<file path="config.mk">
export PLATFORM = sky130hd
export DESIGN_NAME = mem_stage_nb_flat
export DESIGN_NICKNAME = d
export VERILOG_FILES = /design/src/rtl/mem_stage_pkg.sv /design/src/rtl/mem_stage_nb_if.sv /design/src/rtl/ms_load_align.sv /design/src/rtl/mem_stage_nb.sv /design/src/flat_wrapper.sv
export SDC_FILE = /design/constraint.sdc
export NUM_CORES = 1
export LEC_CHECK = 0
export BUFFER_PORTS_ARGS = -buffer_cell sky130_fd_sc_hd__buf_4
export CELL_PAD_IN_SITES_DETAIL_PLACEMENT = 2
export CELL_PAD_IN_SITES_GLOBAL_PLACEMENT = 2
export CORE_ASPECT_RATIO = 1.75
export CORE_MARGIN = 2
export CORE_UTILIZATION = 30
export CTS_CLUSTER_SIZE = 24
export DETAILED_ROUTE_END_ITERATION = 7
export PLACE_DENSITY_LB_ADDON = 0.12
export RECOVER_POWER = 25
export SLEW_MARGIN = 20
export SYNTH_ARGS = -nofsm -noshare
export SYNTH_HDL_FRONTEND = slang
export SYNTH_SLANG_ARGS = --single-unit
</file>
<file path="constraint.sdc">
create_clock -name clk -period 10.8 [get_ports clk]
set_input_delay 1.62 -clock clk [delete_from_list [all_inputs] [get_ports clk]]
set_output_delay 1.62 -clock clk [all_outputs]
set_load 0.01 [all_outputs]
</file>
<file path="src/rtl/mem_stage_pkg.sv">
// Shared encodings for the non-blocking memory stage: load-op fields and lane-index sizing.
package mem_stage_pkg;
    localparam logic [1:0] LOAD_SZ_B = 2'd0;
    localparam logic [1:0] LOAD_SZ_H = 2'd1;
    localparam logic [1:0] LOAD_SZ_W = 2'd2;
    localparam logic [1:0] LOAD_SZ_D = 2'd3;
    localparam int         LOAD_SIGN = 2;
    localparam int         LOAD_OP_W = 3;

    // Number of address bits that pick a byte lane inside one data word.
    function automatic int lane_idx_w(input int data_w);
        return $clog2(data_w / 8);
    endfunction
endpackage

</file>
<file path="src/rtl/mem_stage_nb_if.sv">
// EX/SRAM/WB-facing signal bundle of mem_stage_nb; slave is the stage, master the surroundings.
interface mem_stage_nb_if
    import mem_stage_pkg::*;
#(
    parameter int DATA_W    = 32,
    parameter int PAYLOAD_W = 160
);
    logic                          es_to_ms_valid;
    logic                          ms_allowin;
    logic                          es_need_mem;
    logic                          es_is_load;
    logic [LOAD_OP_W-1:0]          es_load_op;
    logic [DATA_W-1:0]             es_alu_result;
    logic [PAYLOAD_W-1:0]          es_payload;
    logic                          data_sram_data_ok;
    logic [DATA_W-1:0]             data_sram_rdata;
    logic                          ms_to_ws_valid;
    logic                          ws_allowin;
    logic [PAYLOAD_W+DATA_W-1:0]   ms_to_ws_bus;
    logic                          flush;
    logic                          ms_resp_err;

    modport slave (
        input  es_to_ms_valid, es_need_mem, es_is_load, es_load_op, es_alu_result, es_payload,
        input  data_sram_data_ok, data_sram_rdata, ws_allowin, flush,
        output ms_allowin, ms_to_ws_valid, ms_to_ws_bus, ms_resp_err
    );

    modport master (
        output es_to_ms_valid, es_need_mem, es_is_load, es_load_op, es_alu_result, es_payload,
        output data_sram_data_ok, data_sram_rdata, ws_allowin, flush,
        input  ms_allowin, ms_to_ws_valid, ms_to_ws_bus, ms_resp_err
    );
endinterface

</file>
<file path="src/rtl/ms_load_align.sv">
// Load data lane select and sign/zero extension; purely combinational.
module ms_load_align
    import mem_stage_pkg::*;
#(
    parameter  int DATA_W = 32,
    localparam int OFF_W  = lane_idx_w(DATA_W)
) (
    input  logic [DATA_W-1:0]    rdata,
    input  logic [OFF_W-1:0]     offset,
    input  logic [LOAD_OP_W-1:0] load_op,
    output logic [DATA_W-1:0]    result
);
    logic [DATA_W-1:0] shifted;
    logic [DATA_W-1:0] mask;
    logic [6:0]        width;
    logic              sign_bit;

    always_comb begin
        shifted  = rdata >> {offset, 3'b000};
        mask     = '1;
        sign_bit = 1'b0;
        case (load_op[1:0])
            LOAD_SZ_B: width = 7'd8;
            LOAD_SZ_H: width = 7'd16;
            LOAD_SZ_W: width = 7'd32;
            LOAD_SZ_D: width = 7'd64;
            default:   width = 7'd64;
        endcase
        if (int'(width) >= DATA_W) begin
            result = shifted;
        end else begin
            mask     = ~({DATA_W{1'b1}} << width);
            // mask ^ (mask >> 1) isolates the top bit of the loaded field
            sign_bit = load_op[LOAD_SIGN] & (|(shifted & (mask ^ (mask >> 1))));
            result   = (shifted & mask) | ({DATA_W{sign_bit}} & ~mask);
        end
    end
endmodule

</file>
<file path="src/rtl/mem_stage_nb.sv">
// Non-blocking MEM stage: DEPTH-entry in-order queue between EX and WB with response drain on flush.
// Optional MS_DATA_BYPASS_EN: forward a head-targeted response straight to WB in its arrival cycle.
module mem_stage_nb
    import mem_stage_pkg::*;
#(
    parameter int DATA_W    = 32,
    parameter int DEPTH     = 4,
    parameter int PAYLOAD_W = 160
) (
    input  logic           clk,
    input  logic           reset,
    mem_stage_nb_if.slave  bus
);
    localparam int IDX_W = $clog2(DEPTH);
    localparam int CNT_W = IDX_W + 1;
    localparam int DC_W  = $clog2(2 * DEPTH + 2);
    localparam int OFF_W = lane_idx_w(DATA_W);

    typedef struct packed {
        logic [PAYLOAD_W-1:0] payload;
        logic                 need_mem;
        logic                 is_load;
        logic [LOAD_OP_W-1:0] load_op;
        logic [DATA_W-1:0]    alu_result;
    } ms_req_t;

    ms_req_t           ent_req   [DEPTH];
    logic [DATA_W-1:0] ent_rdata [DEPTH];
    logic [DEPTH-1:0]  ent_vld, ent_dv;

    logic [IDX_W-1:0]  head, tail, fill_idx;
    logic [CNT_W-1:0]  count;
    logic [DC_W-1:0]   discard_cnt, awaiting_cnt;
    logic              resp_err, fill_found;

    logic              allowin, push, pop, resp_live, fill_hit, fill_wr, dc_dec;
    logic              head_rdy, out_valid;
    logic [DATA_W-1:0] head_aligned, out_result;

    // Oldest awaiting entry and number of awaiting entries, scanned from head.
    always_comb begin
        logic [IDX_W-1:0] idx;
        idx          = head;
        fill_found   = 1'b0;
        fill_idx     = head;
        awaiting_cnt = '0;
        for (int i = 0; i < DEPTH; i++) begin
            idx = head + IDX_W'(i);
            if (ent_vld[idx] && ent_req[idx].need_mem && !ent_dv[idx]) begin
                awaiting_cnt = awaiting_cnt + DC_W'(1);
                if (!fill_found) begin
                    fill_found = 1'b1;
                    fill_idx   = idx;
                end
            end
        end
    end

    assign allowin   = count < CNT_W'(DEPTH);
    assign push      = bus.es_to_ms_valid & allowin & ~bus.flush;
    assign resp_live = bus.data_sram_data_ok & (discard_cnt == '0);
    assign dc_dec    = bus.data_sram_data_ok & (discard_cnt != '0);
    assign fill_hit  = resp_live & fill_found;
    assign head_rdy  = ent_vld[head] & ent_dv[head];

    ms_load_align #(.DATA_W(DATA_W)) u_align_head (
        .rdata   (ent_rdata[head]),
        .offset  (ent_req[head].alu_result[OFF_W-1:0]),
        .load_op (ent_req[head].load_op),
        .result  (head_aligned)
    );

`ifdef MS_DATA_BYPASS_EN
    logic              byp_hit;
    logic [DATA_W-1:0] byp_aligned;

    ms_load_align #(.DATA_W(DATA_W)) u_align_byp (
        .rdata   (bus.data_sram_rdata),
        .offset  (ent_req[head].alu_result[OFF_W-1:0]),
        .load_op (ent_req[head].load_op),
        .result  (byp_aligned)
    );

    // The fill target never has data_valid set, so byp_hit and head_rdy are exclusive.
    assign byp_hit    = fill_hit & (fill_idx == head);
    assign out_valid  = head_rdy | byp_hit;
    assign out_result = !ent_req[head].is_load ? ent_req[head].alu_result
                      : byp_hit                ? byp_aligned : head_aligned;
    assign fill_wr    = fill_hit & ~(byp_hit & bus.ws_allowin);
`else
    assign out_valid  = head_rdy;
    assign out_result = ent_req[head].is_load ? head_aligned : ent_req[head].alu_result;
    assign fill_wr    = fill_hit;
`endif

    assign pop = out_valid & bus.ws_allowin & ~bus.flush;

    assign bus.ms_allowin     = allowin;
    assign bus.ms_to_ws_valid = out_valid & ~bus.flush;
    assign bus.ms_to_ws_bus   = {ent_req[head].payload, out_result};
    assign bus.ms_resp_err    = resp_err;

    always_ff @(posedge clk) begin
        if (reset) begin
            head        <= '0;
            tail        <= '0;
            count       <= '0;
            discard_cnt <= '0;
            resp_err    <= 1'b0;
            ent_vld     <= '0;
            ent_dv      <= '0;
        end else begin
            if (resp_live && !fill_found)
                resp_err <= 1'b1;
            if (bus.flush) begin
                // A same-cycle live response is charged to the old awaiting set.
                discard_cnt <= discard_cnt - DC_W'(dc_dec) + awaiting_cnt
                             + DC_W'(bus.es_to_ms_valid & bus.es_need_mem) - DC_W'(fill_hit);
                head    <= '0;
                tail    <= '0;
                count   <= '0;
                ent_vld <= '0;
            end else begin
                if (dc_dec)
                    discard_cnt <= discard_cnt - DC_W'(1);
                if (push) begin
                    ent_vld[tail] <= 1'b1;
                    ent_dv[tail]  <= ~bus.es_need_mem;
                    tail          <= tail + IDX_W'(1);
                end
                if (fill_wr)
                    ent_dv[fill_idx] <= 1'b1;
                if (pop) begin
                    ent_vld[head] <= 1'b0;
                    head          <= head + IDX_W'(1);
                end
                count <= count + CNT_W'(push) - CNT_W'(pop);
            end
        end
    end

    always_ff @(posedge clk) begin
        if (push)
            ent_req[tail] <= '{payload:    bus.es_payload,
                               need_mem:   bus.es_need_mem,
                               is_load:    bus.es_is_load,
                               load_op:    bus.es_load_op,
                               alu_result: bus.es_alu_result};
        if (fill_wr && !bus.flush)
            ent_rdata[fill_idx] <= bus.data_sram_rdata;
    end
endmodule
</file>
<file path="src/flat_wrapper.sv">
// flat-port wrapper written by rule: the top's interface ports become plain ports
module mem_stage_nb_flat import mem_stage_pkg::*;
#(
    parameter int DATA_W    = 32,
    parameter int DEPTH     = 4,
    parameter int PAYLOAD_W = 160
)
  (clk, reset, bus_es_to_ms_valid, bus_es_need_mem, bus_es_is_load, bus_es_load_op, bus_es_alu_result, bus_es_payload, bus_data_sram_data_ok, bus_data_sram_rdata, bus_ws_allowin, bus_flush, bus_ms_allowin, bus_ms_to_ws_valid, bus_ms_to_ws_bus, bus_ms_resp_err);
  mem_stage_nb_if #(.DATA_W(DATA_W), .PAYLOAD_W(PAYLOAD_W)) bus_i ();
  input  logic clk;
  input  logic reset;
  input wire logic [$bits(bus_i.es_to_ms_valid)-1:0] bus_es_to_ms_valid;
  input wire logic [$bits(bus_i.es_need_mem)-1:0] bus_es_need_mem;
  input wire logic [$bits(bus_i.es_is_load)-1:0] bus_es_is_load;
  input wire logic [$bits(bus_i.es_load_op)-1:0] bus_es_load_op;
  input wire logic [$bits(bus_i.es_alu_result)-1:0] bus_es_alu_result;
  input wire logic [$bits(bus_i.es_payload)-1:0] bus_es_payload;
  input wire logic [$bits(bus_i.data_sram_data_ok)-1:0] bus_data_sram_data_ok;
  input wire logic [$bits(bus_i.data_sram_rdata)-1:0] bus_data_sram_rdata;
  input wire logic [$bits(bus_i.ws_allowin)-1:0] bus_ws_allowin;
  input wire logic [$bits(bus_i.flush)-1:0] bus_flush;
  output wire logic [$bits(bus_i.ms_allowin)-1:0] bus_ms_allowin;
  output wire logic [$bits(bus_i.ms_to_ws_valid)-1:0] bus_ms_to_ws_valid;
  output wire logic [$bits(bus_i.ms_to_ws_bus)-1:0] bus_ms_to_ws_bus;
  output wire logic [$bits(bus_i.ms_resp_err)-1:0] bus_ms_resp_err;
  assign bus_i.es_to_ms_valid = bus_es_to_ms_valid;
  assign bus_i.es_need_mem = bus_es_need_mem;
  assign bus_i.es_is_load = bus_es_is_load;
  assign bus_i.es_load_op = bus_es_load_op;
  assign bus_i.es_alu_result = bus_es_alu_result;
  assign bus_i.es_payload = bus_es_payload;
  assign bus_i.data_sram_data_ok = bus_data_sram_data_ok;
  assign bus_i.data_sram_rdata = bus_data_sram_rdata;
  assign bus_i.ws_allowin = bus_ws_allowin;
  assign bus_i.flush = bus_flush;
  assign bus_ms_allowin = bus_i.ms_allowin;
  assign bus_ms_to_ws_valid = bus_i.ms_to_ws_valid;
  assign bus_ms_to_ws_bus = bus_i.ms_to_ws_bus;
  assign bus_ms_resp_err = bus_i.ms_resp_err;
  mem_stage_nb #(.DATA_W(DATA_W), .DEPTH(DEPTH), .PAYLOAD_W(PAYLOAD_W)) u_core (.clk(clk), .reset(reset), .bus(bus_i));
endmodule
</file>
==> metrics.txt <==
setup TNS=0 ps; number of global-route vias before repair=20000; area of the multi-input gates=approximately 7300 sq um; pin count of the biggest net entering global routing=~120; Tmin final=6300 ps; register area=approximately 28000 sq um; antenna violations before repair=32; status=finished, final reports clean; drt total wl=about 96000 microns; routed vias/inst=roughly 4.8; Clock Latency Late Sink=about 700 ps; fmax=about 0.16 GHz; GRT Total Usage=approximately 16%; Buf/Inv on CP=4; post-CTS setup repair buffer count=0; dpl cells=3464; area share of the largest cell type after synthesis=77.1%; Final GP Congestion=roughly 0.77; Crit path top cell by count=buf_4; crit-path cells=buf_4, buf_4, mux2_2, o21ai_2, buf_4, or4b_1, o311ai_0, buf_4; Area Growth Syn to Fin=20.8%; initial DRC count=roughly 940; Crit. End Element=primary output; top cells by area, synth=edfxtp_1 (77%), mux4_2 (15%), dfxtp_1 (1.2%); Clk Tree Root Cell=clkbuf_16; Final Skew=between 20 and 30 ps; final worst path period share=roughly three fifths; layout filler cell count=about 11000; die height=around 460 microns; WP data required=slightly above 9000 ps; GRT overflow=0; CTS sink count=938; Slowest cell on crit path=dfxtp_4; syn_area_per_cell=22.8 sq um; Worst Setup Start Kind=flop; #FFs+latches synth=roughly 940; top-level port count=430; PostCTS Resize Cnt=0; final hold vios=0; Distinct cells, synth=60; worst-case clock buffer depth=3; critical path type=reg2out; Data arrival, critical path=roughly 4700 ps; Die W=~260 microns; Leak=0.0136 uW; slowest stage delay, CP=roughly 770 ps; final setup fails=0; vias after detailed routing=17300; I/O Buffers=~430; worst min path class=reg2reg; # Max-Cap Violations=0; EDFF count, synth=916; global-route wire length before repair=~140000 microns; Antenna Violating Nets Remaining=0; maximum vdd drop=between 0.1 and 0.15 mV; PnR Total Power=around 7600 uW; unrepaired setup endpoints after global routing=false; drt pass-1 iters=6; post-DR wirelength/cell=26.4 microns; pins over their slew limit=0; # H-tree levels=3; slew of the pin with the lowest slew margin=around 1100 ps; sequential element share of the synthesized area=between 70% and 80%; CTS Hold Buffers Added=0; die area=around 120000 sq um; FFs w/ async S/R, synth=0%; area leader, netlist=edfxtp_1; Clock transition at path regs=about 70 ps; Post-Syn Instances=between 1500 and 2000; Synth Warn #=0; crit path max fanout=51; top cell family by delay on the critical path=buffers and inverters; Slew headroom=between 20% and 30%; layout cells sized above 1=between 30% and 40%; Finished Core Util=a little over a third; hpwl dp=61400 microns; non-filler cells, final=between 3000 and 4000; row count=167; dominant synthesized flop cell=edfxtp_1; mapped cell area=roughly 36000 sq um; Post-Place Worst Slack=about 5000 ps; initial core utilization=30.2%; TritonCTS buffer count=91; CTS tree=yes; pwr/cell area=~180 nW/um^2; net count reported at finish=approximately 2300; core area=between 100000 and 150000 sq um; worst setup margin=around 4500 ps; Post-route DRC=0; Mapped Nets=approximately 1800
-- cell usage in the layout (no fill, tap or decap), types with 3 or more instances in the layout --
cell type / instances
inv_1: 23
nor3_1: 4
clkbuf_16: 92
clkbuf_1: 158
ha_1: 19
diode_2: 5
a22oi_1: 8
and2_4: 4
clkinv_2: 16
o21ai_0: 30
edfxtp_1: 916
mux2i_1: 18
nand2_1: 48
nor2_1: 43
and2_1: 3
dfxtp_1: 20
mux2_2: 11
a211oi_1: 3
o22ai_1: 3
fa_1: 5
clkinv_1: 17
clkinvlp_4: 3
o21a_1: 6
mux4_2: 230
nor2_4: 4
inv_16: 3
nand3_1: 3
clkinv_4: 3
buf_4: 302
nor2b_1: 9
buf_12: 5
xnor2_1: 10
a21oi_1: 29
bufinv_16: 5
clkinv_8: 3
nand3b_1: 6
-- flip-flops by register name (all words and copies together) (netlist names), named ones only --
| signal | count |
|---|---|
| u_core.head | 2 |
| u_core.tail | 2 |
| u_core.ent_req | 788 |
| u_core.bus.ms_resp_err | 1 |
| u_core.ent_dv | 4 |
| u_core.discard_cnt | 4 |
| u_core.ent_rdata | 128 |
| u_core.ent_vld | 4 |
| u_core.count | 3 |
-- synthesized netlist by cell type, types with 3 or more instances --
library cell  number
and2_1             7
mux4_2           230
a211oi_1           3
nand3b_1           6
nand3_1            3
nor2b_1            9
mux2i_1           18
nor3_1             4
o21ai_0           30
a22oi_1            8
clkbuf_1          16
nand2_1           48
a21oi_1           29
edfxtp_1         916
ha_1              19
dfxtp_1           22
inv_1             23
mux2_2            11
o21a_1             6
buf_1             11
xnor2_1           10
fa_1               5
nor2_1            47
buf_2             39
o22ai_1            3
-- per-layer routing --
layer / track usage, % / part of all wire [%] / up-vias
met5: 0 / 0.29 / -
met4: 5.71 / 2.9 / 40
met3: 5.43 / 7.9 / 153
met2: 27.4 / 51 / 479
met1: 18.1 / 38 / 9142
li1: - / - / 7488
-- stage by stage --
step / area (sq um) / hold slack, ps
6_report: 43100 / 477
2_1_floorplan: 35700 / 509
4_1_cts: 43600 / 489
3_5_place_dp: 40700 / 472
3_3_place_gp: 40700 / 466
5_1_grt: 43100 / 494
-- final cells by class --
type	count	area share, %
sequential	938	64.9
multi-input combinational	531	17.0
clock inverter	50	1.05
inverter	25	0.224
clock buffer	111	5.56
antenna	5	0.0291
timing repair buffer	450	6.85
tap	1521	4.42
-- path summary, 6_finish.rpt --
path                          start                     end  slack (ps)  depth (start not counted)
max                            flop    bus_ms_to_ws_bus[15]        4500                          8
min          u_core.bus.ms_resp_err  u_core.bus.ms_resp_err         480                          1
max reg2reg                    flop   u_core.discard_cnt[2]        5600                         12
min reg2reg  u_core.bus.ms_resp_err  u_core.bus.ms_resp_err         480                          1
-- logic make-up after synthesis --
| group | share of synthesized area [%] |
|---|---|
| DFF | 78.4 |
| muxes | 15.6 |
| and+or+nand+nor | 1.85 |
| AOI/OAI and AO/OA | 1.68 |
| buffers and inverters | 1.25 |
| adders and majority gates | 0.947 |
| xor gates and xnor gates | 0.295 |
-- report_power, final --
group | total (uW) | internal, uW | switching [uW]
combinational | 381 | 164 | 217
clock | 3100 | 1710 | 1390
sequential | 4080 | 4060 | 18.8
total | 7560 | 5930 | 1630
Note: power is estimated with default switching activity, not from simulation.
